===== src/rtl/divider_pkg.sv =====
// Shared definitions for the sequential divider: FSM state encoding and the
// width of the packed BCD rendering of a 2N-bit quotient.
package divider_pkg;

   typedef enum logic [1:0] {
      IDLE = 2'd0,
      RUN  = 2'd1,
      DONE = 2'd2
   } divState_t;

   // Number of BCD bits needed to show a 2N-bit binary value: one decimal
   // digit per three binary bits, plus one digit of headroom.
   function automatic int bcdWidth(input int n);
      return (((2 * n) / 3) + 1) * 4;
   endfunction

endpackage


===== src/rtl/bin2bcd.sv =====
// Combinational binary to packed BCD converter (double-dabble / shift-add-3).
// Least significant decimal digit lands in bits [3:0] of the output.
module bin2bcd #(
   parameter int W  = 10,
   parameter int BW = ((W / 3) + 1) * 4
) (
   input  logic [W-1:0]  bin_i,
   output logic [BW-1:0] bcd_o
);

   logic [W+BW-1:0] scratch;

   // Shift the binary value into the digit field one bit at a time, adding 3
   // to every digit that is 5 or more before each shift so it carries as decimal.
   always_comb begin
      scratch          = '0;
      scratch[W-1:0]   = bin_i;
      for (int i = 0; i < W; i++) begin
         for (int d = 0; d < BW / 4; d++) begin
            if (scratch[W+4*d +: 4] >= 4'd5) begin
               scratch[W+4*d +: 4] = scratch[W+4*d +: 4] + 4'd3;
            end
         end
         scratch = scratch << 1;
      end
      bcd_o = scratch[W +: BW];
   end

endmodule


===== src/rtl/seq_divider.sv =====
// Sequential restoring divider: 2N-bit dividend by N-bit divisor, one quotient
// bit per clock, MSB first. A rising edge on start captures the operands;
// finish rises 2N+1 edges later (counting the capture edge) and the results
// hold until the next capture. A zero divisor finishes one edge after capture
// with an all-ones quotient and div_by_zero set.
// Optional feature: define SEQ_DIVIDER_BCD_EN to drive bcd with a registered
// decimal rendering of the quotient; otherwise bcd is tied to zero.
module seq_divider
   import divider_pkg::*;
#(
   parameter int N = 5
) (
   input  logic                    clock,
   input  logic                    reset,
   input  logic                    start,
   input  logic [2*N-1:0]          dividend,
   input  logic [N-1:0]            divisor,
   output logic [2*N-1:0]          quotient,
   output logic [N-1:0]            remainder,
   output logic                    finish,
   output logic                    div_by_zero,
   output logic [bcdWidth(N)-1:0]  bcd
);

   localparam int W  = 2 * N;
   localparam int BW = bcdWidth(N);
   localparam int CW = $clog2(W + 1);
   localparam logic [CW-1:0] LAST_STEP = CW'(W - 1);

   divState_t        state_q, state_d;
   logic             start_q, start_d;
   logic             primed_q, primed_d;
   logic [CW-1:0]    cnt_q, cnt_d;
   logic [W-1:0]     dvd_q, dvd_d;
   logic [N-1:0]     dvs_q, dvs_d;
   logic [N-1:0]     rem_q, rem_d;
   logic [W-1:0]     quotient_q, quotient_d;
   logic [N-1:0]     remainder_q, remainder_d;
   logic             finish_q, finish_d;
   logic             dbz_q, dbz_d;

   logic             startEdge;
   logic             divisorZero;
   logic             lastStep;
   logic             capture;
   logic             step;
   logic             loadResult;

   logic [N:0]       partial;
   logic             fits;
   logic [N-1:0]     remStep;
   logic [W-1:0]     dvdStep;

   // primed_q stays low for the first edge after reset so that a start
   // already high at reset release is sampled but never seen as an edge.
   assign startEdge   = primed_q & start & ~start_q;
   assign divisorZero = (dvs_q == '0);
   assign lastStep    = (cnt_q == LAST_STEP);

   // State register.
   always_ff @(posedge clock or posedge reset) begin
      if (reset) begin
         state_q <= IDLE;
      end else begin
         state_q <= state_d;
      end
   end

   // Next-state logic: only IDLE and DONE listen to start; RUN runs to completion.
   always_comb begin
      state_d = state_q;
      unique case (state_q)
         IDLE, DONE: if (startEdge) state_d = RUN;
         RUN:        if (divisorZero || lastStep) state_d = DONE;
         default:    state_d = IDLE;
      endcase
   end

   // Control decode: when to capture operands, iterate, and publish results.
   always_comb begin
      capture    = 1'b0;
      step       = 1'b0;
      loadResult = 1'b0;
      unique case (state_q)
         IDLE, DONE: capture = startEdge;
         RUN: begin
            step       = ~divisorZero;
            loadResult = divisorZero | lastStep;
         end
         default: begin
            capture    = 1'b0;
         end
      endcase
   end

   // One restoring step: shift the next dividend bit into the (N+1)-bit
   // partial remainder, subtract the divisor when it fits, and shift the
   // resulting quotient bit into the vacated low end of the dividend register.
   always_comb begin
      partial = {rem_q, dvd_q[W-1]};
      fits    = (partial >= {1'b0, dvs_q});
      remStep = fits ? (partial[N-1:0] - dvs_q) : partial[N-1:0];
      dvdStep = {dvd_q[W-2:0], fits};
   end

   // Datapath next-state: capture, iterate, and load the visible results.
   always_comb begin
      start_d     = start;
      primed_d    = 1'b1;
      cnt_d       = cnt_q;
      dvd_d       = dvd_q;
      dvs_d       = dvs_q;
      rem_d       = rem_q;
      quotient_d  = quotient_q;
      remainder_d = remainder_q;
      finish_d    = finish_q;
      dbz_d       = dbz_q;

      if (capture) begin
         dvd_d    = dividend;
         dvs_d    = divisor;
         rem_d    = '0;
         cnt_d    = '0;
         finish_d = 1'b0;
         dbz_d    = 1'b0;
      end else if (step) begin
         dvd_d = dvdStep;
         rem_d = remStep;
         cnt_d = cnt_q + 1'b1;
      end

      if (loadResult) begin
         finish_d = 1'b1;
         if (divisorZero) begin
            quotient_d  = '1;
            remainder_d = dvd_q[N-1:0];
            dbz_d       = 1'b1;
         end else begin
            quotient_d  = dvdStep;
            remainder_d = remStep;
            dbz_d       = 1'b0;
         end
      end
   end

   // Datapath registers; reset clears everything so an aborted run leaves no trace.
   always_ff @(posedge clock or posedge reset) begin
      if (reset) begin
         start_q     <= 1'b0;
         primed_q    <= 1'b0;
         cnt_q       <= '0;
         dvd_q       <= '0;
         dvs_q       <= '0;
         rem_q       <= '0;
         quotient_q  <= '0;
         remainder_q <= '0;
         finish_q    <= 1'b0;
         dbz_q       <= 1'b0;
      end else begin
         start_q     <= start_d;
         primed_q    <= primed_d;
         cnt_q       <= cnt_d;
         dvd_q       <= dvd_d;
         dvs_q       <= dvs_d;
         rem_q       <= rem_d;
         quotient_q  <= quotient_d;
         remainder_q <= remainder_d;
         finish_q    <= finish_d;
         dbz_q       <= dbz_d;
      end
   end

   assign quotient    = quotient_q;
   assign remainder   = remainder_q;
   assign finish      = finish_q;
   assign div_by_zero = dbz_q;

`ifdef SEQ_DIVIDER_BCD_EN
   logic [BW-1:0] bcdNext;
   logic [BW-1:0] bcd_q;

   bin2bcd #(
      .W  (W),
      .BW (BW)
   ) u_bin2bcd (
      .bin_i (quotient_d),
      .bcd_o (bcdNext)
   );

   // Decimal copy of the quotient, refreshed on the same edge as the quotient.
   always_ff @(posedge clock or posedge reset) begin
      if (reset) begin
         bcd_q <= '0;
      end else if (loadResult) begin
         bcd_q <= bcdNext;
      end
   end

   assign bcd = bcd_q;
`else
   assign bcd = '0;
`endif

endmodule


===== config.mk =====
export PLATFORM = sky130hd
export DESIGN_NAME = seq_divider
export DESIGN_NICKNAME = d
export VERILOG_FILES = /design/src/rtl/divider_pkg.sv /design/src/rtl/bin2bcd.sv /design/src/rtl/seq_divider.sv
export SDC_FILE = /design/constraint.sdc
export NUM_CORES = 1
export LEC_CHECK = 0
export BUFFER_PORTS_ARGS = -buffer_cell sky130_fd_sc_hd__buf_2
export CORE_MARGIN = 2
export CORE_UTILIZATION = 54
export CTS_CLUSTER_SIZE = 40
export DETAILED_ROUTE_END_ITERATION = 10
export HOLD_SLACK_MARGIN = 0.15
export PLACE_DENSITY = 0.78
export SLEW_MARGIN = 0
export SYNTH_ARGS = -nofsm -noshare
export SYNTH_HDL_FRONTEND = slang
export SYNTH_SLANG_ARGS = --single-unit

===== constraint.sdc =====
create_clock -name clock -period 3 [get_ports clock]
set_clock_uncertainty 0.15 [all_clocks]
set_input_delay 0.45 -clock clock [delete_from_list [all_inputs] [get_ports clock]]
set_output_delay 0.45 -clock clock [all_outputs]
set_load 0.1 [all_outputs]

# After elaboration in Yosys (flattened, before gate mapping)
# Index checks and enable logic that the tools add are counted.
[op_classes] n_addsub=2 magnitude_cmp=1 eq_ne=5 n_mux=19 bitwise=5 n_reduce_logical=7
[ops] cell="2-to-1 mux 10 bit" count=3
[ops] cell="2-to-1 mux 5 bit" count=4
[ops] cell="2-to-1 mux 4 bit" count=2
[ops] cell="2-to-1 mux 1 bit" count=7
[ops] cell="greater-or-equal comparator 6 x 5 -> 1 bit" count=1
[ops] cell="zero test 5 bit" count=1
[ops] cell="subtractor 5 bit" count=1
[ops] cell="adder 4 x 1 -> 4 bit (second input constant)" count=1
[ops] cell="== test 4 bit (second input constant)" count=1
[ops] cell="2-to-1 mux 2 bit" count=2
[ops] cell="!= test 2 bit (second input constant)" count=2
[ops] cell="one-hot mux 2 bit (2 select lines)" count=1
[ops] cell="nonzero test 2 bit" count=2
[ops] cell="bitwise AND 1 bit" count=2
[ops] cell="== test 2 x 1 -> 1 bit (second input constant)" count=1
[ops] cell="== test 2 bit (second input constant)" count=1
[ops] cell="zero test 2 bit" count=1
[ops] cell="NOT 1 bit" count=2
[ops] cell="AND reduction 2 bit" count=1
[ops] cell="OR reduction 2 bit" count=1
[ops] cell="logical OR 1 bit" count=1
[ops] cell="OR 1 bit" count=1
[word_totals] register_bits=45 out_inout_bits=33 word_cells=50

# Logic depth before layout (Yosys ltp)
# Gate-level depths: netlist (run 1).
[logic_depth] word_depth=5 mapped_depth=9 ltp_nobuf=8

# Least setup slack after synthesis (run 1)
# Ideal clock, no wire load.
[synth_path] path_kind="flip-flop to flip-flop" startpoint="register dvs_q[4]" endpoint="register remainder_q[3] (netlist: remainder[3])" setup_ns=0.094 t_arrival_ns=1.908 required_ns=2.756 slack_ns=0.848 stages_incl_launch_ff=8 path_buffers=1 synth_period_minus_slack_ns=2.152 cell_sequence="dfrtp_1 > inv_1 > ha_1 > nand3_1 > o221a_2 > buf_2 > or3b_1 > a211oi_1"
[synth_between] elab_chain_len=3 word_cells_on_any_way=6 cone_classes="order compare (1); mux (3); bitwise (1); reduce/logical (1)"
[synth_rtl] item="start, declared" line_no="seq_divider.sv:35" text="logic [N-1:0] dvs_q, dvs_d;"
[synth_rtl] item="start signal, assigned" line_no="seq_divider.sv:164" text="dvs_q <= dvs_d;"
[synth_rtl] item="greater-or-equal comparator 6 x 5 -> 1 bit / zero test 5 bit (equally long branches)" line_no="seq_divider.sv:101, seq_divider.sv:57"
[synth_rtl] item="2-to-1 mux 5 bit / OR 1 bit (equally long branches)" line_no="seq_divider.sv:102, seq_divider.sv:88"
[synth_rtl] item="2-to-1 mux 5 bit / 2-to-1 mux 1 bit (equally long branches)" line_no="seq_divider.sv:134, seq_divider.sv:84"
[synth_rtl] item="end signal, assigned" line_no="seq_divider.sv:167" text="remainder_q <= remainder_d;"
[synth_rtl] item="end, declared" line_no="seq_divider.sv:38" text="logic [N-1:0] remainder_q, remainder_d;"
# Several ways; a longest one is shown, not always the timed one.
# A chain may end at the register's enable or synchronous reset.

# Worst setup path in the final report (run 1)
# Ends and elaborated chain as after synthesis.

==> results.sh, run 1 <==
export IMPL_outcome="complete, no violations"
export IMPL_drt_iter0_drc=104
export IMPL_cp_cell_sequence="inv_1 -> ha_1 -> nand3_1 -> o221a_2 -> or3b_1 -> a211oi_1"
export IMPL_synth_xor_area_frac=0.01151
export IMPL_rsz0062_at_grt="false"
export IMPL_holdPathStages=3
export IMPL_fin_nets=288
export IMPL_grt_util_all_layers=0.2113
export IMPL_hp_class="in -> reg"
export IMPL_wire_per_inst_um=14.49
export IMPL_period_share=0.7586
export IMPL_synth_top_family_by_area="compound AO/OA/AOI/OAI gates"
export IMPL_antenna_found_initial=0
export IMPL_worstRegToRegCells=6
export IMPL_grt_pass1_wl_mm=8.148
export IMPL_ys_types=39
export IMPL_cts_root_buf="clkbuf_8"
export IMPL_worst_pin_slew_ps=809.5
export IMPL_gp_congestion=0.8997
export IMPL_slew_headroom=0.4592
export IMPL_crit_fanout=8
export IMPL_rr_startpoint="dvs_q[4]$_DFFE_PP0P_"
export IMPL_grt_max_degree=31
export IMPL_h_tree_depth=2
export IMPL_place_area_um2=2444
export IMPL_synth_seq_cells=45
export IMPL_multi_input_area_um2=991.0
export IMPL_hold_path_endpoint="dvd_q[2]$_DFFE_PP0P_"
export IMPL_clk_latency_ps=290
export IMPL_ff2ff_setup_slack_ps=720
export IMPL_setup_violations_final=0
export IMPL_final_seq_area_um2=1126
export IMPL_cp_required_ps=3060
export IMPL_yosysSeqAreaShare=0.4934
export IMPL_syn2layout_area_growth_pct=12.50
export IMPL_drv_slew=0
export IMPL_syn_cell_area_um2=2282
export IMPL_drc=0
export IMPL_tns_ps=0
export IMPL_cts_tree="built"
export IMPL_synth_adder_area_share=0.04715
export IMPL_grt_pass1_vias=1735
export IMPL_synth_edff_count=0
export IMPL_hpwl_mm=3.309
export IMPL_muxShareOfSynthArea=0.05318
export IMPL_ant_nets=0
export IMPL_startpoint="dvs_q[4]$_DFFE_PP0P_"
export IMPL_fmax_ghz=0.4394
export IMPL_io_pins=51
export IMPL_num_vias=1683
export IMPL_fp_dieH_um=69.01
export IMPL_ctsResizeCount=0
export IMPL_initial_core_util=0.5665
export IMPL_avgSynthCellArea_um2=10.19
export IMPL_cts_sinks=45
export IMPL_cp_slowest_cell="dfrtp_1"
export IMPL_drive_gt1_frac=0.2023
export IMPL_clk_path_buf_depth=2
export IMPL_ys_warn_count=0
export IMPL_path_clk_slew_ps=80
export IMPL_diodes=0
export IMPL_worstReg2RegEnd="remainder[3]$_DFFE_PP0P_"
export IMPL_synth_simple_area_share=0.1190
export IMPL_synth_compound_area_frac=0.1732
export IMPL_min_delay_start="dividend[2]"
export IMPL_start_kind="flop"
export IMPL_io_buffers=34
export IMPL_finalHoldViolations=0
export IMPL_worst_hold_slack_ps=203.0
export IMPL_cp_arrival_ps=2330
export IMPL_grt_overflow_total=0
export IMPL_final_min_clock_period_ps=2276
export IMPL_via_per_inst=5.394
export IMPL_endpoint_kind="flop"
export IMPL_critical_path_class="reg -> reg"
export IMPL_dr_pass1_iters=4
export IMPL_cap_violations=0
export IMPL_cp_slowest_stage_delay_ps=450
export IMPL_cts_made_buffers=5
export IMPL_die_area_um2=4762
export IMPL_routed_wl_mm=4.521
export IMPL_dieWidth_um=69.01
export IMPL_synth_flop_cell="dfrtp_1"
export IMPL_nFillCells=347
export IMPL_synth_async_sr_flop_share=1.000
export IMPL_synthCells=224
export IMPL_rows=23
export IMPL_stdcell_area_um2=2567
export IMPL_design_core_area_um2=4029
-- worst max path at each step --
stage | cells after the start | to | slack, ps
floorplan | 7 | remainder[3]$_DFFE_PP0P_ | 850
global placement | 8 | remainder[0]$_DFFE_PP0P_ | 790
detailed placement | 8 | remainder[1]$_DFFE_PP0P_ | 720
CTS | 8 | remainder[1]$_DFFE_PP0P_ | 730
global route | 8 | remainder[1]$_DFFE_PP0P_ | 520
finish | 6 | remainder[3]$_DFFE_PP0P_ | 720
-- through the flow --
stage          setup WS, ps    util  std cells
6_report              724.3  0.6373        312
5_1_grt               524.2  0.6373        312
4_1_cts               731.2  0.6373        312
3_5_place_dp          724.0  0.6065        303
3_3_place_gp          790.9  0.6065        303
2_1_floorplan         848.2       -        239
-- worst max-delay path: cells and delay by family, from the launching register on --
kind            cells  cell delay, ps
buf+inv             1             120
flops               1             450
compound gates      2             580
fa+ha+maj           1             340
simple gates        2             540
-- layer usage --
metal,up-vias,track usage,share of wire
li1,824,-,-
met3,5,0.05702,0.062
met1,807,0.2830,0.47
met2,47,0.3408,0.46
met4,0,0.05664,0.012
met5,-,0,0
-- sequential cells by signal (all words and copies together), names as in the netlist, 2 cells and up --
register and count:
cnt_q 4, dvd_q 10, dvs_q 5, quotient 10
rem_q 5, remainder 5, state_q 2
-- cell usage in the layout, fill, tap and decap left out, drive strengths merged, types with 2 or more instances in the layout --
cell,Yosys,routed
a211oi,3,3
a21o,3,3
a21oi,11,11
a22oi,2,2
and3,3,3
buf,22,40
clkbuf,4,5
clkinv,0,2
conb,2,17
dfrtp,45,45
dlygate4sd3,0,2
ha,7,7
inv,13,12
mux2i,11,11
nand2,24,24
nand3,11,11
nor2,6,6
nor2b,2,2
o211ai,4,4
o21ai,22,22
o221ai,3,3
o22a,9,9
or3,2,2
xor2,3,3
-- cell families (layout without fill, tap and decap cells) --
| kind of cell | Yosys count | in the layout |
|---|---|---|
| AOI/OAI and AO/OA | 59 | 59 |
| and+or+nand+nor | 56 | 56 |
| DFF | 45 | 45 |
| buffers and inverters | 39 | 62 |
| muxes | 12 | 12 |
| adders and majority gates | 8 | 8 |
| xor gates and xnor gates | 3 | 3 |
| other | 2 | 17 |
-- final cells by class --
cell class,count,area share
timing repair buffer,42,0.09162
inverter,13,0.01901
clock inverter,2,0.01365
tap,50,0.02437
multi-input combinational,155,0.3860
clock buffer,5,0.02680
sequential,45,0.4386
-- synthesized netlist by cell type (all sizes together), types with 3 or more instances --
| library cell | instances | area share |
|---|---|---|
| dfrtp | 45 | 0.49 |
| buf | 22 | 0.071 |
| and3 | 3 | 0.0082 |
| clkbuf | 4 | 0.0066 |
| xor2 | 3 | 0.012 |
| inv | 13 | 0.021 |
| nor2 | 6 | 0.0099 |
| a21oi | 11 | 0.024 |
| nand3 | 11 | 0.024 |
| o221ai | 3 | 0.012 |
| ha | 7 | 0.038 |
| mux2i | 11 | 0.048 |
| o211ai | 4 | 0.013 |
| o21ai | 22 | 0.055 |
| a211oi | 3 | 0.0099 |
| o22a | 9 | 0.035 |
| nand2 | 24 | 0.039 |
| a21o | 3 | 0.0099 |
-- repair_timing --
item / CTS / global route
endpoints found under the hold margin: 18 / 0
setup buffers: 0 / 0
hold buffers: 2 / 0
Power of run 1 is not shown: default switching activity piles up to over one toggle a cycle in this logic, so the estimate is an artifact.
==> inputs of run 2 (changes only) <==
==> constraint.sdc (replaced) <==
create_clock -name clock -period 2.4 [get_ports clock]
set_clock_uncertainty 0.15 [all_clocks]
set_input_delay 0.36 -clock clock [delete_from_list [all_inputs] [get_ports clock]]
set_output_delay 0.36 -clock clock [all_outputs]
set_load 0.1 [all_outputs]
==> results.sh, run 2 (synthesis gave the netlist of run 1 again) <==
export IMPL_outcome="complete, no violations"
export IMPL_start_kind="flop"
export IMPL_cp_arrival_ps=2320
export IMPL_initial_core_util=0.5665
export IMPL_grt_util_all_layers=0.2178
export IMPL_layout_common_cells="dfrtp_1, buf_2, nand2_1"
export IMPL_clk_latency_ps=300
export IMPL_cap_violations=0
export IMPL_ff2ff_setup_slack_ps=140
export IMPL_grt_max_degree=46
export IMPL_cp_common_cell="inv_1"
export IMPL_worst_slack_ps=137.0
export IMPL_finalHoldViolations=0
export IMPL_drive_gt1_frac=0.2029
export IMPL_design_core_area_um2=4029
export IMPL_drc=0
export IMPL_period_share=0.9429
export IMPL_antenna_found_initial=0
export IMPL_dr_pass1_iters=4
export IMPL_cts_sinks=45
export IMPL_layout_commonest_cell="dfrtp_1"
export IMPL_startpoint="dvd_q[9]$_DFFE_PP0P_"
export IMPL_rr_startpoint="dvd_q[9]$_DFFE_PP0P_"
export IMPL_via_per_inst=5.463
export IMPL_worstRegToRegCells=8
export IMPL_hpwl_mm=3.182
export IMPL_worst_hold_slack_ps=148.3
export IMPL_drt_iter0_drc=90
export IMPL_io_buffers=34
export IMPL_rows=23
export IMPL_fin_nets=302
export IMPL_grt_pass1_wl_mm=8.369
export IMPL_io_pins=51
export IMPL_num_vias=1781
export IMPL_crit_fanout=3
export IMPL_syn2layout_area_growth_pct=20.07
export IMPL_endpoint="remainder[0]$_DFFE_PP0P_"
export IMPL_worst_pin_slew_ps=597.7
export IMPL_h_tree_depth=2
export IMPL_grt_overflow_total=0
export IMPL_final_util=0.6801
export IMPL_grt_pass1_vias=1738
export IMPL_cts_tree="built"
export IMPL_rsz0062_at_grt="false"
export IMPL_clk_path_buf_depth=2
export IMPL_cp_required_ps=2450
export IMPL_fmax_ghz=0.4419
export IMPL_final_min_clock_period_ps=2263
export IMPL_path_clk_slew_ps=80
export IMPL_tns_ps=0
export IMPL_critical_path_class="reg -> reg"
export IMPL_die_area_um2=4762
export IMPL_cp_cell_sequence="inv_1 -> ha_1 -> inv_1 -> fa_1 -> a21oi_2 -> o221ai_2 -> mux2_2 -> a211oi_1"
export IMPL_cp_slowest_cell="fa_1"
export IMPL_gp_congestion=0.8735
export IMPL_cts_root_buf="clkbuf_8"
export IMPL_place_ws_ps=136.0
export IMPL_slew_headroom=0.6007
export IMPL_cts_made_buffers=5
export IMPL_fp_dieH_um=69.01
export IMPL_endpoint_kind="flop"
export IMPL_wire_per_inst_um=15.14
export IMPL_hp_class="in -> reg"
export IMPL_path_delay_family="compound AO/OA/AOI/OAI gates"
export IMPL_path_depth=8
export IMPL_ant_nets=0
export IMPL_worstReg2RegEnd="remainder[0]$_DFFE_PP0P_"
export IMPL_routed_wl_mm=4.935
export IMPL_setup_violations_final=0
export IMPL_dieWidth_um=69.01
export IMPL_crit_buf_inv=2
export IMPL_cp_slowest_stage_delay_ps=420
export IMPL_diodes=0
export IMPL_drv_slew=0
-- run 2: cell types whose count changed in the layout (fill, tap and decap cells not counted), sizes merged --
cell,delta
dlygate4sd3,+14
-- run 2: per-stage QoR --
stage          instances  instance area, um^2
6_report             326                 2740
5_1_grt              326                 2740
4_1_cts              326                 2720
3_5_place_dp         303                 2456
3_3_place_gp         303                 2456
2_1_floorplan        239                 2338
-- run 2: final cells by class --
type,instances,area [um^2]
tap,50,62.56
sequential,45,1127
fill,311,1289
timing repair buffer,56,387.9
clock inverter,2,35.03
multi-input combinational,155,1010
clock buffer,5,68.82
inverter,13,48.80
-- run 2: how the worst min path moves through the flow --
stage,start,to,slack (ps),cells past startpoint
finish,dividend[0],dvd_q[0]$_DFFE_PP0P_,150,3
global route,dividend[0],dvd_q[0]$_DFFE_PP0P_,160,3
CTS,dividend[0],dvd_q[0]$_DFFE_PP0P_,160,3
detailed placement,quotient[9]$_DFFE_PP0P_,quotient[9]$_DFFE_PP0P_,320,1
global placement,finish$_DFFE_PP0P_,finish$_DFFE_PP0P_,310,1
floorplan,start,start_q$_DFF_PP0_,240,0
-- run 2: what timing repair did --
action | 4_1_cts | 5_1_grt
endpoints found under the hold margin | 60 | 0
buffers inserted | 0 | 0
hold buffers | 16 | 0
endpoints found under the setup margin | 0 | 2
gates resized for setup | 0 | 4
-- run 2: tightest hold or removal path, delay by kind of cell --
kind | cells | cell delay, ps
compound gates | 1 | 80
buf+inv | 1 | 80
simple gates | 1 | 40
-- run 2: metal layers --
metal / share of wire / up-vias / wire length, um / track usage
met5: 0 / - / 0 / 0
met4: 0.018 / 0 / 91 / 0.06536
met3: 0.053 / 11 / 264 / 0.04971
met2: 0.48 / 63 / 2392 / 0.3429
met1: 0.44 / 851 / 2185 / 0.3014
li1: - / 856 / - / -
Power of run 2 is left out for the same reason.
==> inputs of run 3 (changes only) <==
--- a/config.mk
+++ b/config.mk
@@ -7,11 +7,11 @@
 export LEC_CHECK = 0
 export BUFFER_PORTS_ARGS = -buffer_cell sky130_fd_sc_hd__buf_2
 export CORE_MARGIN = 2
-export CORE_UTILIZATION = 54
+export CORE_UTILIZATION = 35
 export CTS_CLUSTER_SIZE = 40
 export DETAILED_ROUTE_END_ITERATION = 10
 export HOLD_SLACK_MARGIN = 0.15
-export PLACE_DENSITY = 0.78
+export PLACE_DENSITY = 0.54
 export SLEW_MARGIN = 0
 export SYNTH_ARGS = -nofsm -noshare
 export SYNTH_HDL_FRONTEND = slang
==> results.sh, run 3 (synthesis gave the netlist of run 1 again) <==
export IMPL_drt_iter0_drc=46
export IMPL_grt_pass1_vias=1709
export IMPL_cp_arrival_ps=2300
export IMPL_syn2layout_area_growth_pct=22.86
export IMPL_period_share=0.9360
export IMPL_tns_ps=0
export IMPL_fp_dieH_um=84.75
export IMPL_h_tree_depth=2
export IMPL_dieWidth_um=84.75
export IMPL_cts_made_buffers=5
export IMPL_fmax_ghz=0.4451
export IMPL_die_area_um2=7183
export IMPL_via_per_inst=4.803
export IMPL_routed_wl_mm=5.111
export IMPL_start_kind="flop"
export IMPL_ant_nets=0
export IMPL_path_clk_slew_ps=90
export IMPL_clk_path_buf_depth=2
export IMPL_finalHoldViolations=0
export IMPL_drive_gt1_frac=0.2086
export IMPL_cts_root_buf="clkbuf_8"
export IMPL_grt_util_all_layers=0.1537
export IMPL_grt_overflow_total=0
export IMPL_fin_nets=304
export IMPL_cap_violations=0
export IMPL_layout_commonest_cell="dfrtp_1"
export IMPL_hp_class="reg -> reg"
export IMPL_drv_slew=0
export IMPL_io_buffers=34
export IMPL_slew_headroom=0.6147
export IMPL_initial_core_util=0.3615
export IMPL_cp_required_ps=2450
export IMPL_gp_congestion=0.8572
export IMPL_final_min_clock_period_ps=2246
export IMPL_num_vias=1705
export IMPL_grt_pass1_wl_mm=8.749
export IMPL_postCtsSetupRepairBufs=0
export IMPL_drc=0
export IMPL_outcome="complete, no violations"
export IMPL_wire_per_inst_um=14.40
export IMPL_design_core_area_um2=6314
export IMPL_setup_violations_final=0
export IMPL_grt_max_degree=46
export IMPL_rows=29
export IMPL_worst_pin_slew_ps=578.0
export IMPL_antenna_found_initial=0
export IMPL_dr_pass1_iters=4
export IMPL_diodes=0
export IMPL_io_pins=51
export IMPL_endpoint_kind="flop"
export IMPL_crit_fanout=3
export IMPL_final_util=0.4441
export IMPL_layout_common_cells="dfrtp_1, buf_2, nand2_1"
export IMPL_cts_sinks=45
export IMPL_hpwl_mm=3.468
export IMPL_clk_latency_ps=300
export IMPL_critical_path_class="reg -> reg"
export IMPL_cts_tree="built"
[run 3: cell count changes in the layout (fill, tap and decap cells not counted)]
cell and change:
buf_12 +1, clkinv_1 -1, dlygate4sd3_1 +1, inv_2 +1
[run 3: cell type report]
type,count,area (um^2)
fillers,643,3510
clock buffers,5,68.82
flip-flops and latches,45,1127
inverters,13,48.80
clock inverters,2,35.03
repair buffers,58,417.9
multi-input cells,155,1010
well taps,77,96.34
[run 3: worst max-delay path, stage by stage (launching register included)]
cell and delay [ps]:
dfrtp_1 380, inv_1 80, ha_1 160, inv_1 50, fa_1 430, a21oi_2 200, o221ai_2 170, mux2_2 310
a211oi_1 230
[run 3: final timing paths]
path / startpoint / endpoint / slack [ps] / cells after the start
max reg2reg: dvd_q[9]$_DFFE_PP0P_ / remainder[0]$_DFFE_PP0P_ / 150 / 8
min in group asynchronous: reset / quotient[7]$_DFFE_PP0P_ / 580 / 4
max: dvd_q[9]$_DFFE_PP0P_ / remainder[0]$_DFFE_PP0P_ / 150 / 8
min: finish$_DFFE_PP0P_ / finish$_DFFE_PP0P_ / 330 / 1
min reg2reg: finish$_DFFE_PP0P_ / finish$_DFFE_PP0P_ / 330 / 1
max in group asynchronous: reset / dvs_q[4]$_DFFE_PP0P_ / 1090 / 4
[run 3: timing repair]
action                                  4_1_cts  5_1_grt
hold buffers                                 17        0
resized for setup                             0        4
hold endpoints to repair                     61        0
endpoints found under the setup margin        0        7
[run 3: per-layer routing]
metal / GRT usage / part of all wire
met4: 0.05628 / 0.013
met3: 0.03245 / 0.040
met5: 0 / 0
met2: 0.2262 / 0.45
met1: 0.2235 / 0.49
[run 3: metrics by stage]
step	cells	instance area, um^2	hold slack (ps)	worst slack [ps]
floorplan	239	2338	241.4	248.2
global placement	331	2510	310.3	177.4
detailed placement	331	2510	317.9	116.3
CTS	355	2784	338.9	104.9
global route	355	2804	367.7	-22.05
finish	355	2804	329.8	153.6
Power of run 3 is left out for the same reason.
